File: src/rtl/rom_stream_pkg.sv
// Shared types and sizes for the ROM address streamer.
// Contents: ROM geometry (ADDR_W, DATA_W), output FIFO depth, sequencer state
// encoding, and the FIFO entry layout (word plus end-of-pass flag).
package rom_stream_pkg;

    localparam int ADDR_W     = 7;
    localparam int DATA_W     = 16;
    localparam int FIFO_DEPTH = 4;
    localparam int PTR_W      = $clog2(FIFO_DEPTH);
    // Wide enough for FIFO occupancy plus the two in-flight reads (max 6).
    localparam int CNT_W      = 3;

    typedef enum logic [1:0] {
        IDLE  = 2'd0,
        FETCH = 2'd1,
        DRAIN = 2'd2
    } state_e;

    typedef struct packed {
        logic [DATA_W-1:0] data;
        logic              last;
    } fifo_entry_t;

endpackage

File: src/rtl/rom_streamer_fifo.sv
// stream_fifo: small synchronous FIFO holding fetched ROM words until the
// consumer takes them.
// Ports:
//   clk, rst        clock, asynchronous active-high reset
//   push, push_entry write one entry (ignored when full)
//   pop             remove the head entry (ignored when empty)
//   flush           synchronous clear; overrides push and pop
//   head            entry at the head (meaningful only when count != 0)
//   count           number of stored entries
module stream_fifo
    import rom_stream_pkg::*;
(
    input  logic              clk,
    input  logic              rst,
    input  logic              push,
    input  fifo_entry_t       push_entry,
    input  logic              pop,
    input  logic              flush,
    output fifo_entry_t       head,
    output logic [CNT_W-1:0]  count
);

    fifo_entry_t             mem_q [FIFO_DEPTH];
    fifo_entry_t             mem_d [FIFO_DEPTH];
    logic [PTR_W-1:0]        wr_ptr_q, wr_ptr_d;
    logic [PTR_W-1:0]        rd_ptr_q, rd_ptr_d;
    logic [CNT_W-1:0]        count_q, count_d;
    logic                    do_push, do_pop;

    assign do_push = push && (count_q < CNT_W'(FIFO_DEPTH));
    assign do_pop  = pop && (count_q != '0);

    always_comb begin
        mem_d    = mem_q;
        wr_ptr_d = wr_ptr_q;
        rd_ptr_d = rd_ptr_q;
        count_d  = count_q;
        if (flush) begin
            wr_ptr_d = '0;
            rd_ptr_d = '0;
            count_d  = '0;
        end else begin
            if (do_push) begin
                mem_d[wr_ptr_q] = push_entry;
                wr_ptr_d        = wr_ptr_q + PTR_W'(1);
            end
            if (do_pop) begin
                rd_ptr_d = rd_ptr_q + PTR_W'(1);
            end
            count_d = count_q + CNT_W'(do_push) - CNT_W'(do_pop);
        end
    end

    always_ff @(posedge clk or posedge rst) begin
        if (rst) begin
            for (int i = 0; i < FIFO_DEPTH; i++) begin
                mem_q[i] <= '0;
            end
            wr_ptr_q <= '0;
            rd_ptr_q <= '0;
            count_q  <= '0;
        end else begin
            mem_q    <= mem_d;
            wr_ptr_q <= wr_ptr_d;
            rd_ptr_q <= rd_ptr_d;
            count_q  <= count_d;
        end
    end

    assign head  = mem_q[rd_ptr_q];
    assign count = count_q;

endmodule

File: src/rtl/rom_streamer.sv
// rom_streamer: walks an inclusive ROM address range (wrapping mod 128),
// issues one address per cycle to a synchronous ROM, absorbs its one-cycle
// registered latency and streams the words out over valid/ready.
// Optional feature macro: ROM_STREAM_LOOP_EN adds input 'loop'; when set at
// start the walk repeats the range until abort/reset and never pulses done.
// Ports:
//   clk, reset              clock, asynchronous active-high reset
//   start, abort            begin a pass (ignored while busy) / flush to IDLE
//   start_addr, last_addr   range, sampled when start is accepted
//   loop                    (ROM_STREAM_LOOP_EN only) repeat the range
//   rom_addr, rom_data      ROM address (registered) and ROM read data
//   out_data/valid/ready    output stream; out_last flags the last_addr word
//   busy, done              pass in progress / one-cycle completion pulse
//
// state | meaning
// IDLE  | waiting for start, FIFO and pipeline empty
// FETCH | issuing addresses as FIFO credit allows
// DRAIN | all addresses issued, waiting for final handshake
module rom_streamer
    import rom_stream_pkg::*;
(
    input  logic              clk,
    input  logic              reset,
    input  logic              start,
    input  logic              abort,
    input  logic [ADDR_W-1:0] start_addr,
    input  logic [ADDR_W-1:0] last_addr,
`ifdef ROM_STREAM_LOOP_EN
    input  logic              loop,
`endif
    output logic [ADDR_W-1:0] rom_addr,
    input  logic [DATA_W-1:0] rom_data,
    output logic [DATA_W-1:0] out_data,
    output logic              out_valid,
    input  logic              out_ready,
    output logic              out_last,
    output logic              busy,
    output logic              done
);

    state_e            state_q, state_d;
    logic [ADDR_W-1:0] rom_addr_q, rom_addr_d;
    logic [ADDR_W-1:0] next_addr_q, next_addr_d;
    logic [ADDR_W-1:0] range_start_q, range_start_d;
    logic [ADDR_W-1:0] range_last_q, range_last_d;
    logic              s1_valid_q, s1_valid_d, s1_last_q, s1_last_d;
    logic              s2_valid_q, s2_valid_d, s2_last_q, s2_last_d;
    logic              done_q, done_d;

    logic [CNT_W-1:0]  fifo_count, occupancy;
    fifo_entry_t       fifo_head, push_entry;
    logic              issue_ok, start_ok, issue, hit_last, handshake, loop_sel;
    logic [ADDR_W-1:0] issue_addr, issue_last, issue_start;

`ifdef ROM_STREAM_LOOP_EN
    logic loop_q, loop_d;
    assign loop_d   = start_ok ? loop : loop_q;
    assign loop_sel = start_ok ? loop : loop_q;
    always_ff @(posedge clk or posedge reset) begin
        if (reset) loop_q <= 1'b0;
        else       loop_q <= loop_d;
    end
`else
    assign loop_sel = 1'b0;
`endif

    // Same-cycle pops are not credited, so the FIFO can never overflow.
    assign occupancy = fifo_count + CNT_W'(s1_valid_q) + CNT_W'(s2_valid_q);
    assign issue_ok  = occupancy < CNT_W'(FIFO_DEPTH);
    assign start_ok  = start && !abort && (state_q == IDLE);
    assign issue     = start_ok || (!abort && (state_q == FETCH) && issue_ok);

    assign issue_addr  = start_ok ? start_addr : next_addr_q;
    assign issue_last  = start_ok ? last_addr  : range_last_q;
    assign issue_start = start_ok ? start_addr : range_start_q;
    assign hit_last    = issue && (issue_addr == issue_last);
    assign handshake   = out_valid && out_ready;

    always_ff @(posedge clk or posedge reset) begin
        if (reset) begin
            state_q       <= IDLE;
            rom_addr_q    <= '0;
            next_addr_q   <= '0;
            range_start_q <= '0;
            range_last_q  <= '0;
            s1_valid_q    <= 1'b0;
            s1_last_q     <= 1'b0;
            s2_valid_q    <= 1'b0;
            s2_last_q     <= 1'b0;
            done_q        <= 1'b0;
        end else begin
            state_q       <= state_d;
            rom_addr_q    <= rom_addr_d;
            next_addr_q   <= next_addr_d;
            range_start_q <= range_start_d;
            range_last_q  <= range_last_d;
            s1_valid_q    <= s1_valid_d;
            s1_last_q     <= s1_last_d;
            s2_valid_q    <= s2_valid_d;
            s2_last_q     <= s2_last_d;
            done_q        <= done_d;
        end
    end

    always_comb begin
        state_d = state_q;
        if (abort) begin
            state_d = IDLE;
        end else begin
            case (state_q)
                IDLE:  if (start_ok) state_d = (hit_last && !loop_sel) ? DRAIN : FETCH;
                FETCH: if (hit_last && !loop_sel) state_d = DRAIN;
                DRAIN: if (handshake && fifo_head.last) state_d = IDLE;
                default: state_d = IDLE;
            endcase
        end
    end

    always_comb begin
        rom_addr_d    = issue ? issue_addr : rom_addr_q;
        next_addr_d   = next_addr_q;
        range_start_d = start_ok ? start_addr : range_start_q;
        range_last_d  = start_ok ? last_addr  : range_last_q;
        if (issue) begin
            next_addr_d = (hit_last && loop_sel) ? issue_start : issue_addr + ADDR_W'(1);
        end
        // Two-stage tag pipeline: stage 1 aligns with rom_addr, stage 2 with
        // the ROM output register. Abort kills both so late data is dropped.
        s1_valid_d = issue;
        s1_last_d  = hit_last;
        s2_valid_d = s1_valid_q && !abort;
        s2_last_d  = s1_last_q;
        done_d     = !abort && (state_q == DRAIN) && handshake && fifo_head.last;
    end

    assign push_entry = '{data: rom_data, last: s2_last_q};

    stream_fifo u_fifo (
        .clk        (clk),
        .rst        (reset),
        .push       (s2_valid_q),
        .push_entry (push_entry),
        .pop        (handshake),
        .flush      (abort),
        .head       (fifo_head),
        .count      (fifo_count)
    );

    assign rom_addr  = rom_addr_q;
    assign out_valid = (fifo_count != '0);
    assign out_data  = out_valid ? fifo_head.data : '0;
    assign out_last  = out_valid && fifo_head.last;
    assign busy      = (state_q != IDLE);
    assign done      = done_q;

endmodule
File: config.mk
export PLATFORM = sky130hd
export DESIGN_NAME = rom_streamer
export DESIGN_NICKNAME = d
export VERILOG_FILES = /design/src/rtl/rom_stream_pkg.sv /design/src/rtl/rom_streamer_fifo.sv /design/src/rtl/rom_streamer.sv
export SDC_FILE = /design/constraint.sdc
export NUM_CORES = 1
export LEC_CHECK = 0
export CORE_MARGIN = 2
export CORE_UTILIZATION = 50
export CTS_CLUSTER_DIAMETER = 50
export DETAILED_ROUTE_END_ITERATION = 6
export GPL_TIMING_DRIVEN = 0
export PLACE_DENSITY_LB_ADDON = 0.3
export REMOVE_ABC_BUFFERS = 1
export SLEW_MARGIN = 0
export SYNTH_ARGS = -nofsm -noshare
export SYNTH_HDL_FRONTEND = slang
export SYNTH_SLANG_ARGS = --single-unit
File: constraint.sdc
create_clock -name clk -period 3.1 [get_ports clk]
set_input_delay 0.62 -clock clk [delete_from_list [all_inputs] [get_ports clk]]
set_output_delay 0.62 -clock clk [all_outputs]
set_load 0.02 [all_outputs]
==> run_results.csv <==
group,metric,value,unit
floorplanning,initial_utilization,0.515,
cells_and_area,finished_cell_area,5950,sq um
floorplanning,fp.coreArea,9730,sq um
worst_hold_path,worst_hold_path_type,"reg2reg",
setup_path,critical-path-top-delay-family,"simple AND/OR/NAND/NOR gates",
setup_path,type_of_element_launching_the_critical_path,"flop",
detailed_routing,routed_wirelength,9690,microns
clocking,cts_tree,"done",
detailed_routing,drt_pre_antenna_iters,4,
yosys,postSynthAreaPerCell,12.5,sq um
floorplanning,core.rowCount,36,
power,p_switching,1380,uW
yosys,synth-async-reset-ratio,1.00,
yosys,ys_seq_area_frac,0.515,
setup_path,cp_slowest_cell,"sky130_fd_sc_hd__or3_1",
detailed_routing,drtIter0Drc,96,
sta,finalSetupViolations,0,
run_status,run_status,"complete, no violations",
yosys,syn-cell-area,5010,sq um
sta,post-route-period-util,0.943,
sta,max_clock_freq,342,MHz
grt,grt_overflow,0,
grt,global_route_wire_length_before_repair,16400,microns
grt,grt_antenna_before_repair,0,
placement,detailed_place.area,5710,sq um
clocking,numCtsBuffers,9,
floorplanning,die_w,104,microns
clocking,worst_skew_pair.late_latency,360,ps
sta,slew-limit-headroom,0.348,
sta,tightest_hold_margin,358,ps
power,pwr-share-comb,0.356,
sta,timing_worst_slew_pin_value,978,ps
power,pwr-share-seq,0.440,
power,power.switching_fraction,0.317,
grt,via_count_of_the_first_global_routing_pass,3348,
power,power_density,731,nW/um^2
sta,maxSlewViolCount,0,
setup_path,timing.critical_path.cells,"or3_1 > and2_1 > clkdlybuf4s50_1",
setup_path,end_kind,"output port",
detailed_routing,post_drt_wl_per_cell,16.6,microns
job,drv.max_cap_violation_count,0,
clocking,cts.root.buffer_cell,"sky130_fd_sc_hd__clkbuf_8",
yosys,synth_cell_count_leaders,"103 x sky130_fd_sc_hd__dfrtp_1, 72 x sky130_fd_sc_hd__mux2_2, 39 x sky130_fd_sc_hd__nand2_1",
yosys,netlist_instances,399,
detailed_routing,routed_via_density,5.45,
grt,grt_use_total,0.189,
cells_and_area,design.final.nets,492,
power,worst_ir_drop_vdd,365,uV
detailed_routing,route.detailed.drc,0,
yosys,yosys.cell_types.count,42,
power,p_clk_frac,0.205,
clocking,htreeDepth,3,
sta,setup_repair_after_global_routing_missed_its_margin,"false",
clocking,cts.path.max_buffers,2,
clocking,clkSlewWorstSetupHoldPaths,90,ps
floorplanning,design.die.area,10800,sq um
placement,globalplace.congestion,0.842,
sta,final_hold_viol_count,0,
yosys,postSynthRegisterBits,103,
sta,timing.final.crit_period,2920,ps
placement,place.detailed.hpwl,6380,microns
power,power_leakage,0.00266,uW
yosys,yosysMostFrequentCell,"sky130_fd_sc_hd__dfrtp_1",
placement,place.port_buffers,61,
setup_path,timing.critical_path.arrival,2300,ps
setup_path,timing_worst_setup_path_type,"reg2out",
yosys,post-synth-top-area-fraction,0.515,
setup_path,worst_path_fanout_max,19,
yosys,number_of_flops_mapped_to_enable_cells_by_yosys,0,
floorplanning,boundaryPins,62,
floorplanning,chipHeight,104,microns
detailed_routing,postRouteAntennaNets,0,
setup_path,required_time_of_the_worst_setup_path,2480,ps
cells_and_area,layout-drive-gt1-share,0.250,
yosys,synth_top_cell_by_area,"sky130_fd_sc_hd__dfrtp_1",
grt,grt_max_degree,58,
yosys,ys_warn_count,0,
power,cellInternalPower,2970,uW
cells_and_area,antenna-diode-count,0,
setup_path,worst-path-buf-inv,1,
yosys,yosys-top-cells-area,"sky130_fd_sc_hd__dfrtp_1 51%, sky130_fd_sc_hd__mux2_2 16%, sky130_fd_sc_hd__mux4_2 7.6%",
cells_and_area,area_growth_syn_to_layout,18.8,%
sta,clock_skew,12.3,ps
yosys,ys_dominant_reg_cell,"sky130_fd_sc_hd__dfrtp_1",
detailed_routing,route.vias.total,3186,
setup_path,crit_path_max_incr_delay,670,ps
clocking,cts_num_sinks,103,
## worst paths after layout
path	start	to	slack (ps)	depth (start not counted)
min	s1_last_q	s2_last_q	360	0
max reg2reg	u_fifo.count[1]	u_fifo.count[2]	200	10
max in group asynchronous	reset	u_fifo.mem_q[47]	1730	3
min reg2reg	s1_last_q	s2_last_q	360	0
min in group asynchronous	reset	rom_addr[1]	680	2
max	u_fifo.count[1]	out_data[2]	180	3
## cell usage in the layout (no fill, tap or decap), types with 4 or more instances in the layout
| master | n |
|---|---|
| sky130_fd_sc_hd__nor4_1 | 6 |
| sky130_fd_sc_hd__dfrtp_1 | 101 |
| sky130_fd_sc_hd__a21oi_1 | 6 |
| sky130_fd_sc_hd__nand3_1 | 5 |
| sky130_fd_sc_hd__ha_1 | 8 |
| sky130_fd_sc_hd__xnor2_1 | 5 |
| sky130_fd_sc_hd__xor2_1 | 17 |
| sky130_fd_sc_hd__nor2_1 | 19 |
| sky130_fd_sc_hd__inv_1 | 9 |
| sky130_fd_sc_hd__clkbuf_8 | 9 |
| sky130_fd_sc_hd__o21ai_0 | 5 |
| sky130_fd_sc_hd__a31oi_1 | 4 |
| sky130_fd_sc_hd__mux2i_1 | 5 |
| sky130_fd_sc_hd__mux2_2 | 72 |
| sky130_fd_sc_hd__mux4_2 | 17 |
| sky130_fd_sc_hd__clkdlybuf4s50_1 | 60 |
| sky130_fd_sc_hd__and2_1 | 22 |
| sky130_fd_sc_hd__nor2b_1 | 4 |
| sky130_fd_sc_hd__nand2_1 | 39 |
## power by group through the flow
stage	Clock, uW	Combinational, uW	Sequential (uW)
final	891	1550	1910
after CTS	915	1560	1910
after global routing	966	1680	1960
after global placement	0	1510	1910
after floorplan	0	985	1890
after detailed placement	0	1560	1930
## final cells by class
cell class                 instances  area (sq um)
inverter                          10          40.0
tap                              133           166
fill                             800          3780
clock inverter                     6          86.3
multi-input combinational        261          2300
clock buffer                       9           124
sequential                       103          2580
timing repair buffer              63           648
## per-stage QoR
stage                     total power, uW  setup TNS (ps)  std cells  setup WS (ps)  utilization
after floorplan                      2870          -23060        374           -224            -
after global placement               3420         -184260        568          -1700        0.583
after detailed placement             3490           -6470        569           -800        0.587
after CTS                            4390               0        585           17.2        0.610
after global routing                 4610               0        585           18.3        0.611
final                                4350               0        585            178        0.611
## logic make-up (layout without fill, tap and decap cells)
logic type	count (synthesis)	after routing	synth area share
AND/OR/NAND/NOR	109	109	0.109
flip-flops	103	103	0.515
multiplexers	95	95	0.250
buffers and inverters	35	88	0.0295
AO/OA/AOI/OAI	26	26	0.0335
XOR/XNOR	22	22	0.0385
adder cells (fa/ha/maj)	9	9	0.0240
## registers in the layout, summed over array words and instances, names as in the netlist, 2 cells and up
register,flops
rom_addr,7
u_fifo.count,3
next_addr_q,7
state_q,2
range_last_q,7
u_fifo.rd_ptr_q,2
u_fifo.mem_q,68
u_fifo.wr_ptr_q,2
## metal layers
layer	GRT usage	vias up	routed length (microns)
li1	-	1484	-
met1	0.235	1627	4240
met2	0.337	68	4960
met3	0.0376	7	384
met4	0.0541	0	98
met5	0	-	0
## timing repair
action,4_1_cts,5_1_grt
hold buffers,0,0
pin swaps,1,1
setup buffers,1,0
setup endpoints to repair,24,13
resized for setup,3,4
(Power assumes the default switching activity.)
